===== config.mk =====
export PLATFORM = sky130hd
export DESIGN_NAME = writeback_stage_flat
export DESIGN_NICKNAME = d
export VERILOG_FILES = /design/src/rtl/writeback_stage_if.sv /design/src/rtl/writeback_stage.sv /design/src/flat_wrapper.sv
export SDC_FILE = /design/constraint.sdc
export NUM_CORES = 1
export LEC_CHECK = 0
export BUFFER_PORTS_ARGS = -buffer_cell sky130_fd_sc_hd__buf_2
export CAP_MARGIN = 25
export CORE_MARGIN = 5
export CORE_UTILIZATION = 25
export CTS_CLUSTER_DIAMETER = 40
export CTS_CLUSTER_SIZE = 25
export DETAILED_ROUTE_END_ITERATION = 10
export GPL_ROUTABILITY_DRIVEN = 0
export GPL_TIMING_DRIVEN = 0
export PLACE_DENSITY = 0.48
export SYNTH_ARGS = -nofsm -noshare
export SYNTH_HDL_FRONTEND = slang
export SYNTH_SLANG_ARGS = --single-unit

===== constraint.sdc =====
create_clock -name clock -period 4.22 [get_ports clock]
set_clock_uncertainty 0.15 [all_clocks]
set_input_delay 1.266 -clock clock [delete_from_list [all_inputs] [get_ports clock]]
set_output_delay 1.266 -clock clock [all_outputs]
set_load 0.02 [all_outputs]

===== src/rtl/writeback_stage_if.sv =====
// rtl/writeback_stage_if.sv - MEM/WB pipeline bus carrying the MEM stage's result to writeback
interface writeback_stage_if #(
  parameter int DATA_W = 32,
  parameter int ADDR_W = 5,
  parameter int PC_W   = 7
);
  logic              mem_valid;
  logic [5:0]        mem_opCode;
  logic [ADDR_W-1:0] mem_rd;
  logic              mem_regWrite;
  logic              mem_memToReg;
  logic [1:0]        mem_loadSize;
  logic              mem_loadSigned;
  logic [DATA_W-1:0] mem_aluResult;
  logic [DATA_W-1:0] mem_loadData;
  logic [PC_W-1:0]   mem_linkAddr;

  modport master (
    output mem_valid, mem_opCode, mem_rd, mem_regWrite, mem_memToReg,
           mem_loadSize, mem_loadSigned, mem_aluResult, mem_loadData, mem_linkAddr
  );

  modport slave (
    input  mem_valid, mem_opCode, mem_rd, mem_regWrite, mem_memToReg,
           mem_loadSize, mem_loadSigned, mem_aluResult, mem_loadData, mem_linkAddr
  );
endinterface


===== src/rtl/writeback_stage.sv =====
// rtl/writeback_stage.sv - MEM/WB register, result select, register-file write port and retire counter
module writeback_stage #(
  parameter int DATA_W   = 32,
  parameter int ADDR_W   = 5,
  parameter int PC_W     = 7,
  parameter int COUNT_W  = 16,
  parameter int LINK_REG = 31
) (
  input  logic               clock,
  input  logic               reset,
  writeback_stage_if.slave   mem,
  input  logic               hold,
  input  logic               flush,
  output logic               regWrite,
  output logic [ADDR_W-1:0]  writeAddr,
  output logic [DATA_W-1:0]  writeData,
  output logic               fwd_valid,
  output logic               misaligned,
  output logic [COUNT_W-1:0] retireCount
);
  localparam logic [5:0] OP_JAL = 6'h03;

  logic              isJal;
  logic              incoming;
  logic [7:0]        laneByte;
  logic [15:0]       laneHalf;
  logic [DATA_W-1:0] loadExt;
  logic [ADDR_W-1:0] nextAddr;
  logic [DATA_W-1:0] nextData;
  logic              nextWrites;
  logic              nextMis;

  logic              valid;
  logic              written;
  logic              writesQ;
  logic              misQ;

  assign isJal    = (mem.mem_opCode == OP_JAL);
  assign incoming = mem.mem_valid & ~flush;

  // Pick the addressed lane out of the aligned memory word and extend it
  always_comb begin
    laneByte = mem.mem_loadData[7:0];
    case (mem.mem_aluResult[1:0])
      2'd1:    laneByte = mem.mem_loadData[15:8];
      2'd2:    laneByte = mem.mem_loadData[23:16];
      2'd3:    laneByte = mem.mem_loadData[31:24];
      default: laneByte = mem.mem_loadData[7:0];
    endcase
    laneHalf = mem.mem_aluResult[1] ? mem.mem_loadData[31:16] : mem.mem_loadData[15:0];
    loadExt  = mem.mem_loadData;
    if (mem.mem_loadSize == 2'b00)
      loadExt = {{(DATA_W-8){mem.mem_loadSigned & laneByte[7]}}, laneByte};
    else if (mem.mem_loadSize == 2'b01)
      loadExt = {{(DATA_W-16){mem.mem_loadSigned & laneHalf[15]}}, laneHalf};
  end

  // Result select: jal link beats load data beats ALU result; size 11 behaves as word
  always_comb begin
    nextAddr   = mem.mem_rd;
    nextData   = mem.mem_aluResult;
    nextWrites = mem.mem_regWrite;
    nextMis    = 1'b0;
    if (isJal) begin
      nextAddr   = ADDR_W'(LINK_REG);
      nextData   = DATA_W'(mem.mem_linkAddr);
      nextWrites = 1'b1;
    end else if (mem.mem_memToReg) begin
      nextData = loadExt;
      nextMis  = ((mem.mem_loadSize == 2'b01) & mem.mem_aluResult[0]) |
                 (mem.mem_loadSize[1] & (mem.mem_aluResult[1:0] != 2'b00));
    end
  end

  // Capture the entry unless held; a held entry is marked written so it never writes twice
  always_ff @(posedge clock or negedge reset) begin
    if (!reset) begin
      valid       <= 1'b0;
      written     <= 1'b1;
      writesQ     <= 1'b0;
      misQ        <= 1'b0;
      writeAddr   <= '0;
      writeData   <= '0;
      retireCount <= '0;
    end else if (!hold) begin
      valid   <= incoming;
      written <= 1'b0;
      if (incoming) begin
        writeAddr   <= nextAddr;
        writeData   <= nextData;
        writesQ     <= nextWrites;
        misQ        <= nextMis;
        retireCount <= retireCount + 1'b1;
      end
    end else begin
      written <= 1'b1;
    end
  end

  assign fwd_valid  = valid & writesQ & ~misQ & (writeAddr != '0);
  assign regWrite   = fwd_valid & ~written;
  assign misaligned = valid & misQ;
endmodule


===== src/flat_wrapper.sv =====
// flat-port wrapper written by rule: the top's interface ports become plain ports
module writeback_stage_flat 
#(
  parameter int DATA_W   = 32,
  parameter int ADDR_W   = 5,
  parameter int PC_W     = 7,
  parameter int COUNT_W  = 16,
  parameter int LINK_REG = 31
)
  (clock, reset, hold, flush, regWrite, writeAddr, writeData, fwd_valid, misaligned, retireCount, mem_mem_valid, mem_mem_opCode, mem_mem_rd, mem_mem_regWrite, mem_mem_memToReg, mem_mem_loadSize, mem_mem_loadSigned, mem_mem_aluResult, mem_mem_loadData, mem_mem_linkAddr);
  writeback_stage_if #(.DATA_W(DATA_W), .ADDR_W(ADDR_W), .PC_W(PC_W)) mem_i ();
  input  logic clock;
  input  logic reset;
  input  logic hold;
  input  logic flush;
  output logic regWrite;
  output logic [ADDR_W-1:0] writeAddr;
  output logic [DATA_W-1:0] writeData;
  output logic fwd_valid;
  output logic misaligned;
  output logic [COUNT_W-1:0] retireCount;
  input wire logic [$bits(mem_i.mem_valid)-1:0] mem_mem_valid;
  input wire logic [$bits(mem_i.mem_opCode)-1:0] mem_mem_opCode;
  input wire logic [$bits(mem_i.mem_rd)-1:0] mem_mem_rd;
  input wire logic [$bits(mem_i.mem_regWrite)-1:0] mem_mem_regWrite;
  input wire logic [$bits(mem_i.mem_memToReg)-1:0] mem_mem_memToReg;
  input wire logic [$bits(mem_i.mem_loadSize)-1:0] mem_mem_loadSize;
  input wire logic [$bits(mem_i.mem_loadSigned)-1:0] mem_mem_loadSigned;
  input wire logic [$bits(mem_i.mem_aluResult)-1:0] mem_mem_aluResult;
  input wire logic [$bits(mem_i.mem_loadData)-1:0] mem_mem_loadData;
  input wire logic [$bits(mem_i.mem_linkAddr)-1:0] mem_mem_linkAddr;
  assign mem_i.mem_valid = mem_mem_valid;
  assign mem_i.mem_opCode = mem_mem_opCode;
  assign mem_i.mem_rd = mem_mem_rd;
  assign mem_i.mem_regWrite = mem_mem_regWrite;
  assign mem_i.mem_memToReg = mem_mem_memToReg;
  assign mem_i.mem_loadSize = mem_mem_loadSize;
  assign mem_i.mem_loadSigned = mem_mem_loadSigned;
  assign mem_i.mem_aluResult = mem_mem_aluResult;
  assign mem_i.mem_loadData = mem_mem_loadData;
  assign mem_i.mem_linkAddr = mem_mem_linkAddr;
  writeback_stage #(.DATA_W(DATA_W), .ADDR_W(ADDR_W), .PC_W(PC_W), .COUNT_W(COUNT_W), .LINK_REG(LINK_REG)) u_core (.clock(clock), .reset(reset), .mem(mem_i), .hold(hold), .flush(flush), .regWrite(regWrite), .writeAddr(writeAddr), .writeData(writeData), .fwd_valid(fwd_valid), .misaligned(misaligned), .retireCount(retireCount));
endmodule

==> flow_summary_export.csv <==
group,metric,value,unit
power,p_leak,2.17,nW
global_routing,antenna_found_initial,0,
clocking,root_buffer,"clkbuf_16",
timing,rsz0062_at_grt,"false",
timing,slew_violations,0,
clocking,post-cts-setup-buffer-count,0,
drt,viasPerCell,4.77,
drt,antenna_left,0,
worst_setup_path,path_class,"register to output port",
worst_setup_path,cp-start-kind,"register",
global_routing,grt_pass1_vias,3372,
final_layout,final_util,0.355,
worst_setup_path,worstPathRequired,2.80,ns
final_layout,syn_to_final_growth,38.4,%
synth,ys_ff_latch,57,
synth,yosys-top-cells-area,"dfrtp_1 (43%), a22oi_1 (4.2%), nor2b_1 (3.9%)",
synth,synth_top_flop_cell,"dfrtp_1",
power,p_total,1.87,mW
timing,worstMarginPinSlew,0.643,ns
synth,yosysMostFrequentCell,"dfrtp_1",
floorplan,coreArea,0.0127,mm^2
worst_setup_path,endpoint_kind,"output port",
synth,synthAdderAreaFrac,0.00385,
global_routing,grt_use_met3,0.0477,
synth,synth_area_per_cell,9.28,um^2
drt,wire_per_inst,17.4,um
drt,drc_errors,0,
global_routing,grt_usage,0.159,
synth,yosysWarnings,0,
synth,synthMuxAreaShare,0.0216,
drt,wl,11900,um
worst_setup_path,crit_slowest_cell,"or4_1",
synth,ys_seq_area_frac,0.439,
final_layout,antenna_cells,0,
synth,yosys.area_share.xor_xnor,0.0404,
synth,synth_top_family_by_area,"compound AO/OA/AOI/OAI gates",
worst_setup_path,cp_top_family,"simple AND/OR/NAND/NOR gates",
clocking,cts_made_buffers,9,
power,powerDensity,417,mW/mm^2
timing,fin_tns_setup,0,ns
final_layout,drive_gt1_frac,0.348,
worst_setup_path,cp_cell_sequence,"or4_1, nor2_1, nor4_1, buf_2",
worst_setup_path,worstSetupEndpoint,"regWrite",
global_routing,grt_pass1_wl,18400,um
synth,yosys.area.top_type,"dfrtp_1",
placed_design,numPortBuffers,147,
global_routing,grtUsageMet2,0.242,
synth,ys_top_cells_by_count,"dfrtp_1 (56), nor2_1 (27), o21ai_0 (25)",
floorplan,die_area,0.0154,mm^2
synth,synth_edf_count,0,
timing,slew_headroom,0.569,
global_routing,grt_max_degree,38,
floorplan,start_util,0.256,
floorplan,chipWidth,124,um
min_path,min_path_type,"register to register",
clocking,cts_num_sinks,57,
final_layout,nets,602,
clocking,cts.repair.resized,0,
worst_setup_path,crit_buf_inv,1,
timing,setup-violations-final,0,
timing,whs,0.314,ns
global_routing,gr-usage-met1,0.213,
floorplan,ios,148,
synth,syn_inst,350,
worst_setup_path,r2r-end,"u_core.retireCount[13]$_DFFE_PN0P_",
worst_setup_path,r2r-start,"u_core.retireCount[2]$_DFFE_PN0P_",
drt,num_vias,3271,
run_status,status,"completed",
worst_setup_path,critical_path_depth,4,
worst_setup_path,path_max_fanout,3,
clocking,cts_tree,"yes",
drt,first_pass_iters,4,
clocking,ctsHtreeMaxLevel,3,
placed_design,dp_hpwl,9630,um
worst_setup_path,worst_path_largest_cell_delay,0.53,ns
synth,synthArstFlopShare,1.00,
global_routing,grt_overflow_total,0,
clocking,cts_hold_buf,0,
drt,first_iter_violations,185,
worst_setup_path,reg2reg_slack,2.37,ns
power,vdd_drop_max,0.179,mV
synth,syn-cell-area,0.00325,mm^2
synth,synth_cell_types,54,
timing,final_hold_viol_count,0,
run,max-cap-violations,0,
clocking,clockBufferDepth,2,
worst_setup_path,r2r_cells,4,
synth,synth-compound-area-share,0.256,
timing,fmax,329,MHz
worst_setup_path,critical_path.startpoint,"u_core.writeAddr[0]$_DFFE_PN0P_",
timing,layout_min_cycle_time,3.04,ns
synth,yosys.area_share.simple,0.192,
timing,finalCritPeriodShare,0.720,
floorplan,rows,41,
synth,postSynthNetCount,443,
floorplan,die_h,124,um
worst_setup_path,cp.arrival,1.62,ns
clocking,clk_latency,0.33,ns
clocking,path_clk_slew,0.05,ns
global_routing,busiest_layer,"met2",
synth,synth_top_area_frac,0.431,
[per-layer routing]
| layer | vias up | wire length, um | part of all wire |
|---|---|---|---|
| li1 | 1603 | - | - |
| met1 | 1522 | 5530 | 0.46 |
| met2 | 132 | 5200 | 0.44 |
| met3 | 14 | 966 | 0.081 |
| met4 | 0 | 235 | 0.020 |
| met5 | - | 0 | 0 |
[placed cells by master (no fill, tap or decap), drive strengths merged, types with 12 or more instances in the layout]
cell type	instances
buf	156
dfrtp	56
clkbuf	29
nor2	27
o21ai	25
nand2	24
nor2b	20
a21oi	19
a22oi	18
inv	12
xnor2	12
[sequential cells by signal, indices dropped and copies added (netlist names)]
| register | flops |
|---|---|
| u_core.writeData | 32 |
| u_core.retireCount | 16 |
| u_core.writeAddr | 5 |
| u_core.misQ | 1 |
| u_core.valid | 1 |
| u_core.writesQ | 1 |
| u_core.written | 1 |
[cell type report]
class / instances / area [um^2]
plain buffers: 23 / 105
clock buffers: 14 / 264
clock inverters: 2 / 12.5
fillers: 1371 / 8170
inverters: 12 / 45.0
multi-input cells: 258 / 1670
flip-flops and latches: 57 / 1430
well taps: 172 / 215
repair buffers: 148 / 756
[worst min-delay path by stage]
stage | slack, ns | endpoint | start | cells after the start
2_1_floorplan | 0.31 | u_core.valid$_DFFE_PN0N_ | u_core.valid$_DFFE_PN0N_ | 2
6_report | 0.31 | u_core.retireCount[15]$_DFFE_PN0P_ | u_core.retireCount[15]$_DFFE_PN0P_ | 1
4_1_cts | 0.32 | u_core.retireCount[15]$_DFFE_PN0P_ | u_core.retireCount[15]$_DFFE_PN0P_ | 1
3_5_place_dp | 0.31 | u_core.retireCount[15]$_DFFE_PN0P_ | u_core.retireCount[15]$_DFFE_PN0P_ | 1
5_1_grt | 0.35 | u_core.writeData[3]$_DFFE_PN0P_ | u_core.writeData[3]$_DFFE_PN0P_ | 2
3_3_place_gp | 0.31 | u_core.retireCount[15]$_DFFE_PN0P_ | u_core.retireCount[15]$_DFFE_PN0P_ | 1
[through the flow]
stage,cells,cell area (um^2),setup slack [ns]
after floorplan,350,3250,1.48
after global placement,669,4200,0.890
after detailed placement,670,4220,0.886
after CTS,686,4500,1.16
after global routing,686,4500,1.10
final,686,4500,1.18
[power breakdown]
group	switching, mW	internal (mW)
clock	0.252	0.428
sequential	0.0699	0.638
combinational	0.291	0.195
[kinds of logic (layout without fill, tap and decap cells)]
group	count (synthesis)	count (layout)
XOR/XNOR	15	15
adder cells (fa/ha/maj)	1	1
AO/OA/AOI/OAI	119	119
flip-flops	57	57
buffers and inverters	35	199
multiplexers	7	7
AND/OR/NAND/NOR	116	116
(Power assumes the default switching activity.)
